## src/rtl/jump_pkg.sv

```systemverilog
// jump_pkg: shared decode constants, jump-select encodings and FSM states for branch_redirect_ctrl
package jump_pkg;
  localparam logic [5:0] OP_SPECIAL = 6'b000000;
  localparam logic [5:0] OP_J       = 6'b000010;
  localparam logic [5:0] OP_JAL     = 6'b000011;
  localparam logic [5:0] FN_JR      = 6'b001000;
  localparam logic [1:0] JSEL_SEQ = 2'd0;
  localparam logic [1:0] JSEL_J   = 2'd1;
  localparam logic [1:0] JSEL_JR  = 2'd2;
  localparam logic [1:0] JSEL_RAS = 2'd3;
  typedef enum logic [1:0] {IDLE, WAIT_RS, FLUSH, VERIFY} state_t;
endpackage

```

## src/rtl/jump_ras.sv

```systemverilog
// jump_ras: circular return-address stack; a push when full overwrites the oldest entry
module jump_ras #(
  parameter int DEPTH = 4,
  parameter int W = 32
) (
  input  logic         clk,
  input  logic         rst_n,
  input  logic         push,
  input  logic         pop,
  input  logic [W-1:0] din,
  output logic [W-1:0] top,
  output logic         empty
);
  localparam int PW = $clog2(DEPTH);
  logic [W-1:0] mem [DEPTH];
  logic [PW-1:0] wp;
  logic [PW:0] cnt;
  assign top = mem[wp - PW'(1)];
  assign empty = cnt == '0;
  // write pointer wraps freely; occupancy saturates at DEPTH so overflow drops the oldest
  always_ff @(posedge clk or negedge rst_n)
    if (!rst_n) begin
      wp <= '0;
      cnt <= '0;
    end else if (push) begin
      wp <= wp + PW'(1);
      cnt <= cnt == (PW+1)'(DEPTH) ? cnt : cnt + (PW+1)'(1);
    end else if (pop && !empty) begin
      wp <= wp - PW'(1);
      cnt <= cnt - (PW+1)'(1);
    end
  // storage needs no reset: entries are only read while occupancy is nonzero
  always_ff @(posedge clk)
    if (push) mem[wp] <= din;
endmodule

```

## src/rtl/branch_redirect_ctrl.sv

```systemverilog
// branch_redirect_ctrl: J/JAL/JR redirect FSM with fetch flush; define BRANCH_RAS_EN to build the return-address stack
module branch_redirect_ctrl
  import jump_pkg::*;
#(
  parameter int ADDR_W = 32,
  parameter int FLUSH_CYCLES = 1,
  parameter int RAS_DEPTH = 4
) (
  input  logic              clk,
  input  logic              rst_n,
  input  logic              id_valid,
  input  logic              stall_in,
  input  logic [5:0]        opcode,
  input  logic [5:0]        func,
  input  logic [4:0]        rs_idx,
  input  logic [25:0]       imm26,
  input  logic [ADDR_W-1:0] pc,
  input  logic [ADDR_W-1:0] rs_data,
  input  logic              rs_ready,
  output logic [1:0]        jsel,
  output logic              redirect_valid,
  output logic [ADDR_W-1:0] redirect_pc,
  output logic              flush_if,
  output logic              stall_id,
  output logic              link_we,
  output logic [ADDR_W-1:0] link_pc
);
  if (ADDR_W < 28 || FLUSH_CYCLES < 1 || FLUSH_CYCLES > 7 || RAS_DEPTH < 2 || RAS_DEPTH > 16 ||
      (RAS_DEPTH & (RAS_DEPTH - 1)) != 0) begin : g_bad_param
    $error("branch_redirect_ctrl: parameter out of range");
  end
  localparam logic [2:0] FL = 3'(FLUSH_CYCLES - 1);
  state_t state, nstate;
  logic [2:0] fcnt;
  logic [1:0] rsel;
  logic [ADDR_W-1:0] pred, rtgt, ras_top, pc4, pc8, jt;
  logic is_j, is_jal, is_jr, predict, go, rd, ras_empty;
  assign pc4 = pc + ADDR_W'(4);
  assign pc8 = pc + ADDR_W'(8);
  assign jt = (pc4 & ~ADDR_W'(28'hFFF_FFFF)) | ADDR_W'({imm26, 2'b00});
  assign is_j = opcode == OP_J;
  assign is_jal = opcode == OP_JAL;
  assign is_jr = opcode == OP_SPECIAL && func == FN_JR;
  assign predict = is_jr && rs_idx == 5'd31 && !ras_empty;
  assign go = state == IDLE && id_valid && !stall_in;
  assign stall_id = rst_n && ((state == IDLE && id_valid && is_jr && !predict && !rs_ready) ||
                              (state == WAIT_RS && !rs_ready));
`ifdef BRANCH_RAS_EN
  jump_ras #(.DEPTH(RAS_DEPTH), .W(ADDR_W)) u_ras (
    .clk(clk),
    .rst_n(rst_n),
    .push(go && is_jal),
    .pop(go && predict),
    .din(pc8),
    .top(ras_top),
    .empty(ras_empty)
  );
`else
  assign ras_top = '0;
  assign ras_empty = 1'b1;
`endif
  // decide whether this edge issues a redirect, where to, and the next state
  always_comb begin
    rd = 1'b0;
    rsel = JSEL_JR;
    rtgt = rs_data;
    nstate = state;
    case (state)
      IDLE:
        if (id_valid) begin
          if (is_j || is_jal) begin
            rd = 1'b1;
            rsel = JSEL_J;
            rtgt = jt;
            nstate = FLUSH;
          end else if (predict) begin
            rd = 1'b1;
            rsel = JSEL_RAS;
            rtgt = ras_top;
            nstate = VERIFY;
          end else if (is_jr) begin
            rd = rs_ready;
            nstate = rs_ready ? FLUSH : WAIT_RS;
          end
        end
      WAIT_RS: begin
        rd = rs_ready;
        nstate = rs_ready ? FLUSH : WAIT_RS;
      end
      FLUSH: nstate = fcnt == 3'd0 ? IDLE : FLUSH;
      VERIFY:
        if (rs_ready) begin
          rd = rs_data != pred;
          nstate = (rd || fcnt != 3'd0) ? FLUSH : IDLE;
        end
      default: nstate = IDLE;
    endcase
  end
  // state, flush counter and registered outputs; pulses never survive a stall
  always_ff @(posedge clk or negedge rst_n)
    if (!rst_n) begin
      state <= IDLE;
      fcnt <= 3'd0;
      pred <= '0;
      jsel <= JSEL_SEQ;
      redirect_valid <= 1'b0;
      redirect_pc <= '0;
      flush_if <= 1'b0;
      link_we <= 1'b0;
      link_pc <= '0;
    end else begin
      redirect_valid <= !stall_in && rd;
      link_we <= go && is_jal;
      if (!stall_in) begin
        state <= nstate;
        jsel <= rd ? rsel : JSEL_SEQ;
        flush_if <= rd || fcnt != 3'd0;
        fcnt <= rd ? FL : (fcnt != 3'd0 ? fcnt - 3'd1 : 3'd0);
        if (rd) redirect_pc <= rtgt;
        if (state == IDLE) pred <= ras_top;
        if (go && is_jal) link_pc <= pc8;
      end
    end
endmodule

```

## config.mk

```make
export PLATFORM = sky130hd
export DESIGN_NAME = branch_redirect_ctrl
export DESIGN_NICKNAME = d
export VERILOG_FILES = /design/src/rtl/jump_pkg.sv /design/src/rtl/jump_ras.sv /design/src/rtl/branch_redirect_ctrl.sv
export SDC_FILE = /design/constraint.sdc
export NUM_CORES = 1
export LEC_CHECK = 0
export CAP_MARGIN = 20
export CORE_ASPECT_RATIO = 0.5
export CORE_MARGIN = 3
export CORE_UTILIZATION = 45
export DETAILED_ROUTE_END_ITERATION = 10
export GPL_TIMING_DRIVEN = 0
export PLACE_DENSITY = 0.82
export SETUP_SLACK_MARGIN = 0.02
export SYNTH_ARGS = -nofsm -noshare
export SYNTH_HDL_FRONTEND = slang
export SYNTH_SLANG_ARGS = --single-unit
```

## constraint.sdc

```tcl
create_clock -name clk -period 4.5 [get_ports clk]
set_clock_uncertainty 0.2 [all_clocks]
set_input_delay 0.675 -clock clk [delete_from_list [all_inputs] [get_ports clk]]
set_output_delay 0.675 -clock clk [all_outputs]
set_load 0.02 [all_outputs]
```

==> qor.yml <==
status: "complete, no violations"
dieHeight_um: 72.0
detail-route-antenna-nets: 0
max-vdd-ir-drop_v: 0.000198
grt_max_degree: 64
fillers: 620
seq_area_frac_synth_pct: 47.2
cts_tree: "yes"
synthCells: 436
post-route-min-period_ns: 3.66
rows: 23
cap_violations: 0
syn_to_final_growth_pct: 57.6
slew_headroom_pct: 57.0
critPathRequiredTime_ns: 3.62
fp.dieW_um: 138
portBuffers: 176
synth_edf_count: 0
ys.flop_type: "dfrtp_1"
cts-resized-gates: 0
cts_hold_buffers: 1
grt_pass1_wl_um: 19900
drt_iter0_drc: 197
async_flop_share_pct: 100
initial_core_util_pct: 47.6
worst-path-stages: 5
hold_violations: 0
layout_commonest_cell: "clkdlybuf4s50_1"
clockBufferDepth: 2
synth_area_per_cell_um2: 8.99
cts_setup_buffers: 0
stdcell_area_um2: 6180
path_cells: "clkdlybuf4s50_1, nor4b_1, a41oi_1, nor4b_1, clkdlybuf4s50_1"
post-route-drc-count: 0
p_leak_uw: 0.00254
powerDensity_nw_per_um2: 355
path_max_fanout: 2
grt_setup_unrepaired: "no"
dr.pass1.iters: 4
htreeDepth: 3
cts_buffers: 9
place_area_um2: 5850
finalMaxSlewViolations: 0
worst_path_max_delay_cell: "clkdlybuf4s50_1"
synth_fp_nets: 549
crit_family: "buffers and inverters"
grt-ovfl-total: 0
fin_nets: 738
core_um2: 8230
worst_pin_slew_ns: 0.637
avgViaCountPerCell: 5.42
dp_hpwl_um: 9240
wl_per_cell_um: 16.8
yosysWarnings: 0
pin_count: 182
path_buf_inv: 2
ff2ff_path_depth: 8
r2r_slack_ns: 2.13
routabilityCongestion: 0.845
min_path_type: "reg -> reg"
synth.cell_area_um2: 3920
clk_pin_slew_ns: 0.06
vias: 4022
cp-start-kind: "primary input"
crit_type: "in -> out"
synth.distinct_cells: 54
ys_ff_latch: 74
clk_latency_ns: 0.33
cts_sinks: 74
setup-violations-final: 0
wirelength_um: 12500
track_usage_pct: 25.1
worstPathArrival_ns: 2.78
period_share_pct: 81.3
antenna_found_initial: 0
cp_slowest_stage_delay_ns: 0.66
drive_above_1_share_pct: 7.94
cts-root-buf: "clkbuf_16"
grt_pass1_vias: 4017
whs_path_depth: 2
max_freq_ghz: 0.273
dieArea_um2: 9940
hold-worst-slack_ns: 0.272
diodes: 0
worst_setup_path_end_kind: "primary output"
layout_common_cells: "175 x clkdlybuf4s50_1, 113 x nand2_1, 74 x dfrtp_1"
[sequential cells by signal, indices dropped and copies added, names as in the netlist]
name            count
link_pc            32
redirect_pc        32
fcnt                3
jsel                2
state               2
flush_if            1
link_we             1
redirect_valid      1
[Yosys cell counts (2+ instances only)]
master	count	area share (%)
a21oi_2	2	0.45
nand2_1	113	11
and3_1	7	1.1
buf_4	6	1.1
a21oi_1	30	3.8
nand2_2	2	0.32
nor2_1	14	1.3
nor4b_1	2	0.45
clkbuf_1	9	0.86
nor3_1	2	0.26
or4_1	2	0.38
buf_6	2	0.57
inv_1	5	0.48
nand4_1	6	0.96
and2_1	3	0.48
nand3_1	13	1.7
xnor2_1	13	2.9
and4_1	4	0.89
xor2_1	16	3.6
a31oi_1	27	4.3
o21ai_0	30	3.8
buf_1	2	0.19
a22o_1	2	0.45
mux2_1	2	0.57
mux2_2	5	1.4
nor4_1	10	1.6
dfrtp_1	74	47
mux2i_1	2	0.51
a41oi_1	2	0.45
buf_12	2	1.0
buf_2	4	0.51
[path summary, 6_finish.rpt]
| kind | from | endpoint |
|---|---|---|
| worst max-delay path | func[2] | stall_id |
| worst max register to register | state[0]$_DFFE_PN0P_ | link_pc[28]$_DFFE_PN0P_ |
| max in group asynchronous | rst_n | link_pc[25]$_DFFE_PN0P_ |
| min in group asynchronous | rst_n | redirect_pc[5]$_DFFE_PN0P_ |
| worst min register to register | link_pc[0]$_DFFE_PN0P_ | link_pc[0]$_DFFE_PN0P_ |
| worst min-delay path | link_pc[0]$_DFFE_PN0P_ | link_pc[0]$_DFFE_PN0P_ |
[report_power, final]
group | leakage (µW) | switching, µW | internal [µW]
sequential | 0.000965 | 52.6 | 762
clock | 0.000145 | 282 | 486
combinational | 0.00143 | 292 | 316
[area by class of cell]
type | instances | area [µm²] | share of cell area [%]
Buffer | 25 | 169 | 2.73
Clock buffer | 10 | 229 | 3.71
Clock inverter | 6 | 91.3 | 1.48
Inverter | 7 | 27.5 | 0.446
Multi-Input combinational cell | 330 | 1870 | 30.3
Sequential cell | 74 | 1850 | 30.0
Tap cell | 112 | 140 | 2.27
Timing Repair Buffer | 178 | 1800 | 29.1
[worst min-delay path: cells and delay by family, from the launching register on]
kind / cells / cell delay [ns]
flip-flops: 1 / 0.34
AND/OR/NAND/NOR: 2 / 0.10
[cell families after synthesis]
| kind of cell | count (synthesis) | share of synthesized area [%] |
|---|---|---|
| compound gates | 102 | 15.3 |
| xor+xnor | 29 | 6.48 |
| fa+ha+maj | 1 | 0.319 |
| buf+inv | 32 | 5.01 |
| flops | 74 | 47.2 |
| mux | 9 | 2.52 |
| simple gates | 189 | 23.1 |
[metal layers]
metal	global-route usage [%]	vias up	share of wire [%]
met5	0	-	0
met4	8.21	0	2.0
met3	7.50	25	6.9
met2	44.5	160	49
met1	29.8	1917	42
li1	-	1920	-
[stage by stage]
step                      setup WS, ns  util, %  setup TNS (ns)  total power (µW)  cells
final                            0.841     75.1               0              2190    742
after detailed placement         0.821     71.1               0              1430    725
after global routing             0.752     75.1               0              2280    742
after CTS                        0.821     75.1               0              2210    742
after floorplan                   1.68        -               0              1070    436
after global placement           -1.07     70.8           -8.39              1420    724
Note: power is estimated with default switching activity, not from simulation.
